--- config.mk ---
export PLATFORM = sky130hd
export DESIGN_NAME = shift_issue
export DESIGN_NICKNAME = d
export VERILOG_FILES = /design/src/rtl/shift_pkg.sv /design/src/rtl/shift_mask_gen.sv /design/src/rtl/shift_issue.sv
export SDC_FILE = /design/constraint.sdc
export NUM_CORES = 1
export LEC_CHECK = 0
export CAP_MARGIN = 20
export CORE_MARGIN = 3
export CORE_UTILIZATION = 35
export DETAILED_ROUTE_END_ITERATION = 6
export SETUP_SLACK_MARGIN = 0.5
export SYNTH_ARGS = -nofsm -noshare
export SYNTH_HDL_FRONTEND = slang
export SYNTH_SLANG_ARGS = --single-unit
--- constraint.sdc ---
create_clock -name clk -period 2.2 [get_ports clk]
set_input_delay 0.44 -clock clk [delete_from_list [all_inputs] [get_ports clk]]
set_output_delay 0.44 -clock clk [all_outputs]
set_load 0.01 [all_outputs]
--- src/rtl/shift_pkg.sv ---
// Shared definitions for the iterative barrel-shifter front end:
// op codes, FSM state encoding and width helpers.
package shift_pkg;

  localparam logic [2:0] OP_SLL = 3'b000;
  localparam logic [2:0] OP_SRL = 3'b001;
  localparam logic [2:0] OP_SRA = 3'b010;
  localparam logic [2:0] OP_SLA = 3'b011;
  localparam logic [2:0] OP_ROL = 3'b100;
  localparam logic [2:0] OP_ROR = 3'b101;

  typedef enum logic [2:0] {
    SH_SLL  = OP_SLL,
    SH_SRL  = OP_SRL,
    SH_SRA  = OP_SRA,
    SH_SLA  = OP_SLA,
    SH_ROL  = OP_ROL,
    SH_ROR  = OP_ROR,
    SH_RSV6 = 3'b110,
    SH_RSV7 = 3'b111
  } shift_op_t;

  typedef enum logic [1:0] {
    ST_IDLE  = 2'd0,
    ST_SHIFT = 2'd1,
    ST_DONE  = 2'd2
  } shift_state_t;

  // Shift-amount width for an N-bit operand (N is a power of two, >= 2).
  function automatic int shift_amt_w(input int n);
    return (n > 1) ? $clog2(n) : 1;
  endfunction

endpackage

--- src/rtl/shift_mask_gen.sv ---
// Combinational decode of (op, amt) into fill mask, SLA/SRA flags, legality and
// rotate direction. ROL/ROR are legal only when SHIFT_ROTATE_EN is defined.
module shift_mask_gen
  import shift_pkg::*;
#(
  parameter int N = 8,
  localparam int S = shift_amt_w(N)
) (
  input  logic [2:0]   op,
  input  logic [S-1:0] amt,
  output logic [N-1:0] p_msk,
  output logic         sla,
  output logic         sra,
  output logic         illegal,
  output logic         left
);

  localparam logic [N-1:0] ONES = '1;

  always_comb begin
    p_msk   = ONES;
    sla     = 1'b0;
    sra     = 1'b0;
    illegal = 1'b0;
    left    = 1'b0;
    case (op)
      OP_SLL: begin
        p_msk = ONES << amt;
        left  = 1'b1;
      end
      OP_SRL: p_msk = ONES >> amt;
      OP_SRA: begin
        p_msk = ONES >> amt;
        sra   = 1'b1;
      end
      OP_SLA: begin
        p_msk = ONES << amt;
        sla   = 1'b1;
        left  = 1'b1;
      end
`ifdef SHIFT_ROTATE_EN
      OP_ROL: left = 1'b1;
      OP_ROR: left = 1'b0;
`endif
      default: illegal = 1'b1;
    endcase
  end

endmodule

--- src/rtl/shift_issue.sv ---
// Barrel-shifter front end: accepts one request, rotates it right one log2 stage per
// cycle (S cycles, fixed), then holds the result until consumed. Macro: SHIFT_ROTATE_EN.
module shift_issue
  import shift_pkg::*;
#(
  parameter int N = 8
) (
  input  logic                       clk,
  input  logic                       rst_n,
  input  logic                       in_valid,
  output logic                       in_ready,
  input  logic [N-1:0]               in_a,
  input  logic [shift_amt_w(N)-1:0]  in_amt,
  input  logic [2:0]                 in_op,
  output logic                       out_valid,
  input  logic                       out_ready,
  output logic [N-1:0]               Y_hat,
  output logic [N-1:0]               P_msk,
  output logic                       sla,
  output logic                       sra,
  output logic [N-1:0]               A,
  output logic                       illegal
);

  localparam int S = shift_amt_w(N);
  localparam logic [S-1:0] LAST_STAGE = S'(S - 1);

  shift_state_t state_q, state_d;
  logic [S-1:0] cnt_q;
  logic [S-1:0] r_q, r_d;
  logic [S-1:0] step;
  logic [2*N-1:0] dbl;
  logic [N-1:0] y_rot;

  logic [N-1:0] m_p_msk;
  logic         m_sla, m_sra, m_ill, m_left;

  shift_mask_gen #(.N(N)) u_mask (
    .op      (in_op),
    .amt     (in_amt),
    .p_msk   (m_p_msk),
    .sla     (m_sla),
    .sra     (m_sra),
    .illegal (m_ill),
    .left    (m_left)
  );

  // Left shifts become right rotates by the S-bit two's complement of the amount.
  always_comb begin
    r_d = in_amt;
    if (m_ill)
      r_d = '0;
    else if (m_left)
      r_d = S'(N) - in_amt;
  end

  always_comb begin
    step  = S'(1) << cnt_q;
    dbl   = {Y_hat, Y_hat} >> step;
    y_rot = dbl[N-1:0];
  end

  always_comb begin
    state_d   = state_q;
    in_ready  = 1'b0;
    out_valid = 1'b0;
    case (state_q)
      ST_IDLE: begin
        in_ready = 1'b1;
        if (in_valid) state_d = ST_SHIFT;
      end
      ST_SHIFT: begin
        if (cnt_q == LAST_STAGE) state_d = ST_DONE;
      end
      ST_DONE: begin
        out_valid = 1'b1;
        if (out_ready) state_d = ST_IDLE;
      end
      default: state_d = ST_IDLE;
    endcase
  end

  always_ff @(posedge clk or negedge rst_n) begin
    if (!rst_n) begin
      state_q <= ST_IDLE;
      cnt_q   <= '0;
      r_q     <= '0;
      Y_hat   <= '0;
      A       <= '0;
      P_msk   <= '0;
      sla     <= 1'b0;
      sra     <= 1'b0;
      illegal <= 1'b0;
    end else begin
      state_q <= state_d;
      if (in_valid && in_ready) begin
        cnt_q   <= '0;
        r_q     <= r_d;
        Y_hat   <= in_a;
        A       <= in_a;
        P_msk   <= m_p_msk;
        sla     <= m_sla;
        sra     <= m_sra;
        illegal <= m_ill;
      end else if (state_q == ST_SHIFT) begin
        cnt_q <= cnt_q + S'(1);
        if (|(r_q & step)) Y_hat <= y_rot;
      end
    end
  end

endmodule

## Word level (Yosys, flattened, before mapping)

Cells that the tools add are included.

| storage, ports and cells | value |
|---|---|
| register bits after elaboration | 35 |
| latch bits | 0 |
| RAM bits | 0 |
| ROM bits | 0 |
| input port bits | 18 |
| output and inout bits | 29 |
| memories | 0 |

| operators by class | value |
|---|---|
| add/subtract/negate cells | 2 |
| multiply operators | 0 |
| divide/modulo/power cells | 0 |
| $lt $le $gt $ge | 0 |
| eq/ne operators | 9 |
| shifts and indexed selects | 4 |
| multiplexer cells | 18 |
| bitwise logic cells | 1 |
| reduce and logical (&&, ||, !) cells | 11 |

Operators with widths:

| kind | number |
|---|---|
| 8-bit two-way mux | 3 |
| 8-bit one-hot mux with 2 select lines | 1 |
| 16-bit by 3-bit right shift with 8-bit output | 1 |
| 3-bit two-way mux | 4 |
| 3-bit by 2-bit equality test with 1-bit output, second input constant | 3 |
| 8-bit by 3-bit << shifter with 8-bit output, first input constant | 1 |
| 8-bit by 3-bit right shift with 8-bit output, first input constant | 1 |
| 1-bit two-way mux | 6 |
| 2-bit two-way mux | 3 |
| 2-bit != test, second input constant | 3 |
| 2-bit one-hot mux with 3 select lines | 1 |
| 2-bit nonzero test | 2 |
| 2-bit OR reduction | 2 |
| 4-bit OR reduction | 1 |
| 3-bit by 1-bit adder with 3-bit output, second input constant | 1 |
| 3-bit AND | 1 |
| 3-bit by 1-bit equality test with 1-bit output, second input constant | 1 |
| 3-bit zero test | 1 |
| 3-bit AND reduction | 1 |
| 3-bit OR reduction | 1 |
| 1-bit by 3-bit << shifter with 3-bit output, first input constant | 1 |
| 1-bit by 3-bit subtractor with 3-bit output, first input constant | 1 |
| 2-bit by 1-bit equality test with 1-bit output, second input constant | 1 |
| 2-bit equality test, second input constant | 1 |
| 3 further kinds | 3 |

## Longest topological paths before layout

Gate-level depths: netlist of the first run.

| depth | value |
|---|---|
| word-level depth | 6 |
| mapped depth | 8 |
| mapped depth without buffers | 6 |

## Modules after synthesis

From an unflattened synthesis of the first run, not the netlist that was laid out.

| second synthesis, totals | value |
|---|---|
| cells, all modules | 249 |
| area total of the unflattened synthesis | 2168.3 sq um |

Modules (own cells, without submodules):

| module | times used | cells each | area an instance (sq um) | seq. area each (sq um) |
|---|---|---|---|---|
| shift_issue | 1 | 225 | 2014.4 | 875.8 |
| shift_mask_gen | 1 | 24 | 153.9 | 0.0 |

## Least setup slack after synthesis of the first run

No wires, ideal clock.

| timing | value |
|---|---|
| kind | register to register |
| start | register cnt_q[0] |
| end | register Y_hat[6] |
| setup time | 134 ps |
| arrival | 1644 ps |
| required time | 2066 ps |
| setup slack | 422 ps |
| cell stages (with the launch flop) | 9 |
| buffers on the path | 2 |
| cell sequence | dfrtp_1 inv_1 ha_1 buf_6 a222oi_1 o31ai_4 buf_8 nor2_2 a31oi_2 |

| between the ends | value |
|---|---|
| longest elaborated chain between the ends | 5 |

RTL lines:

| what | line | text |
|---|---|---|
| from (decl) | shift_issue.sv:29 | `logic [S-1:0] cnt_q;` |
| from (signal assigned) | shift_issue.sv:106 | `cnt_q <= cnt_q + S'(1);` |
| 1-bit by 3-bit << shifter with 3-bit output (*) | shift_issue.sv:58 | `step = S'(1) << cnt_q;` |
| 16-bit by 3-bit right shift with 8-bit output or 3-bit AND (tied branches) | shift_issue.sv:59, shift_issue.sv:107 |  |
| 8-bit two-way mux or 3-bit OR reduction (tied branches) | shift_issue.sv:107 | `if (\|(r_q & step)) Y_hat <= y_rot;` |
| 8-bit two-way mux or 2-bit nonzero test (tied branches) | - |  |
| 8-bit two-way mux or 2-bit AND reduction (tied branches) | - |  |
| to (signal assigned) | shift_issue.sv:99 | `Y_hat <= in_a;` |
| to (signal assigned) | shift_issue.sv:107 |  |
| to (decl) | shift_issue.sv:17 | `output logic [N-1:0] Y_hat,` |

Mark *: on every way between the ends. The rest lies on a longest branch, timed or not. The select of a mux whose other input is x is not followed.
A chain may end at the register's enable or synchronous reset.

## Worst setup path after layout of the first run

| timing | value |
|---|---|
| start | register cnt_q[0] |
| end | register Y_hat[1] |

The elaborated chain is that of the path after synthesis.

==> flow_summary.toml, run 1 <==
[final_layout]
utilization = 0.549
final_cell_mix = "clkdlybuf4s50_1 (41), nand2_1 (36), dfrtp_1 (25)"
register_area_um2 = 888
design_area_um2 = 3110
diodes = 0
syn_to_final_growth_pct = 46.7
final_common_cell = "clkdlybuf4s50_1"
num-fill-cells = 542
layout.nets = 314
layout-drive-gt1-share = 0.277
multi_input_area_um2 = 1250

[synth]
synth_top_flop_cell = "dfrtp_1"
synth_top_area_cell = "dfrtp_1"
synth_cells = 221
yosysUniqueCellTypes = 43
yosysSeqAreaShare = 0.412
syn_avg_cell_area_um2 = 9.61
synth_top_area_share = 0.412
syn_area_um2 = 2120
async_flop_share = 1.00
synth.area.top_cells = "dfrtp_1 (41%), nand2_1 (6.4%), ha_1 (4.7%)"
synth_enable_flop_cells = 0
ys_ff_latch = 35
syn_nets = 247
ys.warnings.count = 0

[die]
die_x_um = 83.9
ios = 47
std_cell_rows = 27
die_y_um = 83.9
die-area_um2 = 7040
core-area_um2 = 5680
initial_utilization = 0.374

[power_and_ir_drop]
seqPwrFrac = 0.238
p_leak_nw = 1.33
pwr-share-clk = 0.121
power.switching_w = 0.00197
p_sw_frac = 0.405
p_int_w = 0.00290
p_total_w = 0.00487
pwr-share-comb = 0.641
power.density_nw_per_um2 = 1570
ir_drop_uv = 702

[place]
io_buffer_count = 46
gp_congestion = 0.858
hpwlAfterDp_mm = 3.59
dpl-instance-area_um2 = 2630
dp_slack_ps = 100

[routing]
vias = 1912
via_per_inst = 5.30
wl_per_cell_um = 15.7
drtAntennaViolNets = 0
firstDrtPassIters = 4
drt_wl_total_mm = 5.66
post-route-drc-count = 0
drtIter0Drc = 137

[setup_path]
worstSetupEndpointType = "flip-flop"
cp_max_fo = 8
critPathArrivalTime_ps = 1870
slowest_stage = "dfrtp_1"
cp-start-kind = "flip-flop"
cp.required_ps = 2370
slowest_delay_ps = 420
critPathKind = "flip-flop to flip-flop"
worstRegToRegCells = 7
path_cells = "inv_2 -> ha_4 -> buf_12 -> mux2i_4 -> a22oi_1 -> o221ai_1 -> a31oi_1"

[sta]
min_period_over_period = 0.772
setup_viol = 0
setup_ws_ps = 501
max_freq_mhz = 588
min_period_ps = 1700
skew_ps = 4.67
worst_pin_slew_ps = 816
hold_viol_final = 0
rsz0062_at_grt = "true"
setup_tns_ps = 0
slew_headroom = 0.456
slew_viol_final = 0

[clock_network]
cts-root-buf = "clkbuf_8"
hold_buffers = 0
path_clk_slew_ps = 80
cts.htree.levels = 2
cts_tree = "built"
clockBufferDepth = 2
numCtsBuffers = 5
cts_sinks = 35
clkLatencyLatePin_ps = 290

[worst_hold_path]
min_path_type = "input pin to asynchronous set/reset pin"

[global_route]
track_usage = 0.157
grt_max_degree = 36
grt-ovfl-total = 0
antenna_found_initial = 0
grt_pass1_vias = 1889
grt_pass1_wl_mm = 9.05

[outcome]
status = "finished clean"

[run]
drv_cap = 0
[registers in the layout, indices dropped and copies added, names as in the netlist]
| signal | flops |
|---|---|
| state_q | 2 |
| cnt_q | 3 |
| A | 8 |
| P_msk | 8 |
| Y_hat | 8 |
| sra | 1 |
| r_q | 3 |
| sla | 1 |
| illegal | 1 |
[Yosys cell counts (all sizes together), types with 3 or more instances]
cell type / instances
nand2: 36
dfrtp: 35
nor2: 18
inv: 17
a31oi: 11
buf: 10
o22a: 10
a221oi: 8
a22oi: 8
ha: 8
mux2i: 8
a21oi: 7
o21ai: 7
o211ai: 4
o221ai: 4
clkbuf: 3
nand2b: 3
nor3b: 3
o32a: 3
[metrics by stage]
| step | std cells | hold WS (ps) |
|---|---|---|
| detailed placement | 334 | 458 |
| finish | 361 | 242 |
| global route | 361 | 307 |
| CTS | 357 | 262 |
| floorplan | 221 | 144 |
| global placement | 334 | 457 |
[routing by layer]
metal  global-route usage  wire [µm]  vias to the layer above
met1                0.205       2530                      899
met3               0.0405        330                        6
li1                     -          -                      950
met4               0.0395         55                        0
met2                0.260       2750                       57
met5                    0          0                        -
[area by class of cell]
cell class | count | share of cell area
clock inverters | 3 | 0.0141
well taps | 72 | 0.0289
inverters | 17 | 0.0205
flip-flops and latches | 35 | 0.285
clock buffers | 5 | 0.0221
multi-input cells | 156 | 0.401
repair buffers | 73 | 0.228
[cells by family (layout without fill, tap and decap cells)]
group	Yosys count	count (layout)	synth area share
compound gates	70	70	0.258
xor+xnor	2	2	0.00825
fa+ha+maj	8	8	0.0471
buf+inv	30	98	0.0866
flops	35	35	0.412
mux	8	8	0.0377
simple gates	68	68	0.150
[worst max-delay path: cells and delay by family (launching register included)]
kind	cells	cell delay, ps
multiplexers	1	260
AO/OA/AOI/OAI	3	430
adder cells (fa/ha/maj)	1	220
buffers and inverters	2	270
flip-flops	1	420
[path summary, 6_finish.rpt]
check / endpoint / slack, ps / from
min in group clk: sla / 480 / sla
worst min-delay path: A[4] / 240 / rst_n
max in group asynchronous: Y_hat[0] / 1400 / rst_n
worst min register to register: sla / 480 / sla
worst max-delay path: Y_hat[1] / 500 / cnt_q[0]
worst max register to register: Y_hat[1] / 500 / cnt_q[0]
[power by group through the flow]
stage / Clock (W) / Sequential, W / Combinational, W
3_3_place_gp: 0 / 0.00127 / 0.00226
3_5_place_dp: 0 / 0.00127 / 0.00228
5_1_grt: 0.000635 / 0.00121 / 0.00339
6_report: 0.000588 / 0.00116 / 0.00313
4_1_cts: 0.000605 / 0.00116 / 0.00272
2_1_floorplan: 0 / 0.00128 / 0.00146
[what timing repair did]
action / CTS / global route
endpoints found under the hold margin: 0 / 0
pin swaps: 2 / 12
buffers inserted: 15 / 2
cloned: 0 / 2
setup endpoints to repair: 21 / 14
resized for setup: 26 / 28
No activity file was read; power rests on OpenSTA's default activity.
==> run 2: changes to the inputs <==
- clock period: 2.2 -> 1.5 ns (I/O delays scaled with it)
==> flow_summary.toml, run 2 (synthesis results as in run 1) <==
[outcome]
status = "complete, but fails checks"
violations = "negative setup slack"

[power_and_ir_drop]
power.density_nw_per_um2 = 2220
seqPwrFrac = 0.208
p_leak_nw = 1.67
p_int_w = 0.00486
p_sw_frac = 0.411
ir_drop_uv = 1050
pwr-share-clk = 0.082
power.switching_w = 0.00339
pwr-share-comb = 0.710

[clock_network]
clkLatencyLatePin_ps = 290
clockBufferDepth = 2
numCtsBuffers = 5
cts.htree.levels = 2
cts_sinks = 35
cts_tree = "built"
path_clk_slew_ps = 80
cts-root-buf = "clkbuf_8"

[final_layout]
utilization = 0.656
diodes = 0
final_common_cell = "buf_4"
num-fill-cells = 462
layout.nets = 367
register_area_um2 = 886
reg.largest.list = "A: 8 flops, P_msk: 8 flops, Y_hat: 8 flops"
design_area_um2 = 3720
final_cell_mix = "buf_4 (54), dfrtp_1 (27), buf_6 (25)"
syn_to_final_growth_pct = 75.3
layout-drive-gt1-share = 0.567
multi_input_area_um2 = 1410

[die]
die_x_um = 83.9
die-area_um2 = 7040
ios = 47
die_y_um = 83.9
initial_utilization = 0.374
core-area_um2 = 5680
std_cell_rows = 27

[setup_path]
cp_max_fo = 16
critPathArrivalTime_ps = 1920
cp-start-kind = "flip-flop"
r2r-start = "cnt_q[0]"
worstRegToRegCells = 8
critPathKind = "flip-flop to flip-flop"
rrSetupSlack_ps = -220
cp.required_ps = 1700
worstSetupEndpointType = "flip-flop"
timing.rr.end = "Y_hat[3]"

[sta]
worst_pin_slew_ps = 337
min_period_ps = 1720
max_freq_mhz = 580
rsz0062_at_grt = "true"
slew_viol_final = 0
hold_viol_final = 0
setup_viol = 9
slew_headroom = 0.774
hold_ws_ps = 373
skew_ps = 7.87
min_period_over_period = 1.15
setup_ws_ps = -224

[global_route]
grt-ovfl-total = 0
grt_pass1_vias = 2158
grt_pass1_wl_mm = 10.6
antenna_found_initial = 0
grt_max_degree = 36
track_usage = 0.186

[routing]
post-route-drc-count = 0
drtAntennaViolNets = 0
via_per_inst = 5.30
drtIter0Drc = 162
vias = 2194
firstDrtPassIters = 4
wl_per_cell_um = 16.0
drt_wl_total_mm = 6.63

[place]
gp_congestion = 0.884
dpl-instance-area_um2 = 2920
hpwlAfterDp_mm = 4.12
io_buffer_count = 46

[run]
drv_cap = 0

[worst_hold_path]
min_path_type = "input pin to asynchronous set/reset pin"
## run 2: cell count changes in the layout (fill, tap and decap cells not counted), sizes merged
cell	before	now
clkbuf	6	5
clkinv	2	3
bufinv	1	0
dlymetal6s2s	2	0
dlygate4sd2	2	5
buf	27	109
clkdlybuf4s50	41	12
## run 2: power groups by stage
stage / clock network, W / registers [W] / logic [W]
2_1_floorplan: 0 / 0.00189 / 0.00223
3_3_place_gp: 0 / 0.00180 / 0.00386
3_5_place_dp: 0 / 0.00182 / 0.00392
4_1_cts: 0.000689 / 0.00173 / 0.00507
5_1_grt: 0.000748 / 0.00177 / 0.00627
6_report: 0.000673 / 0.00172 / 0.00586
## run 2: layer usage
metal | GRT usage | wire [µm] | share of wire | up-vias
met5 | 0 | 0 | 0 | -
met4 | 0.0526 | 104 | 0.016 | 0
met3 | 0.0405 | 349 | 0.053 | 9
met2 | 0.322 | 3430 | 0.52 | 78
met1 | 0.231 | 2750 | 0.41 | 1059
li1 | - | - | - | 1048
## run 2: worst max-delay path: stages, from the launching register on
cell,delay [ps]
dfrtp_1,420
inv_2,100
ha_4,230
a222oi_1,130
buf_4,160
o31ai_4,220
buf_12,190
nor2_1,50
a31oi_1,160
## run 2: layout make-up
cell class | instances | share of cell area
clock buffers | 5 | 0.0185
clock inverters | 3 | 0.00403
inverters | 17 | 0.0178
multi-input cells | 156 | 0.379
flip-flops and latches | 35 | 0.238
well taps | 72 | 0.0242
repair buffers | 126 | 0.318
## run 2: what timing repair did
action                                  4_1_cts  5_1_grt
setup buffers                                25       13
endpoints found under the setup margin       64       64
gates cloned                                  3        0
pin swaps                                    37       12
resized for setup                           207       34
hold buffers                                  0        0
endpoints found under the hold margin         0        0
## run 2: per-stage QoR
stage / instances / total power, W / worst slack (ps) / setup TNS, ps
2_1_floorplan: 221 / 0.00412 / -218 / -1620
3_3_place_gp: 365 / 0.00566 / -260 / -6330
3_5_place_dp: 365 / 0.00574 / -299 / -6960
4_1_cts: 401 / 0.00749 / -222 / -1590
5_1_grt: 414 / 0.00878 / -326 / -2600
6_report: 414 / 0.00825 / -224 / -1710
## run 2: how the worst max path moves through the flow
stage	depth (start not counted)	slack, ps	from	to
2_1_floorplan	8	-220	cnt_q[0]	Y_hat[6]
3_3_place_gp	6	-260	in_amt[1]	r_q[2]
3_5_place_dp	6	-300	in_valid	Y_hat[7]
4_1_cts	7	-220	cnt_q[0]	Y_hat[1]
5_1_grt	8	-330	cnt_q[0]	Y_hat[3]
6_report	8	-220	cnt_q[0]	Y_hat[3]
==> run 3: changes to the inputs <==
- TNS_END_PERCENT: unset -> 100
==> results of run 3 <==
The final DEF is identical to that of run 2; final timing and power are the same.
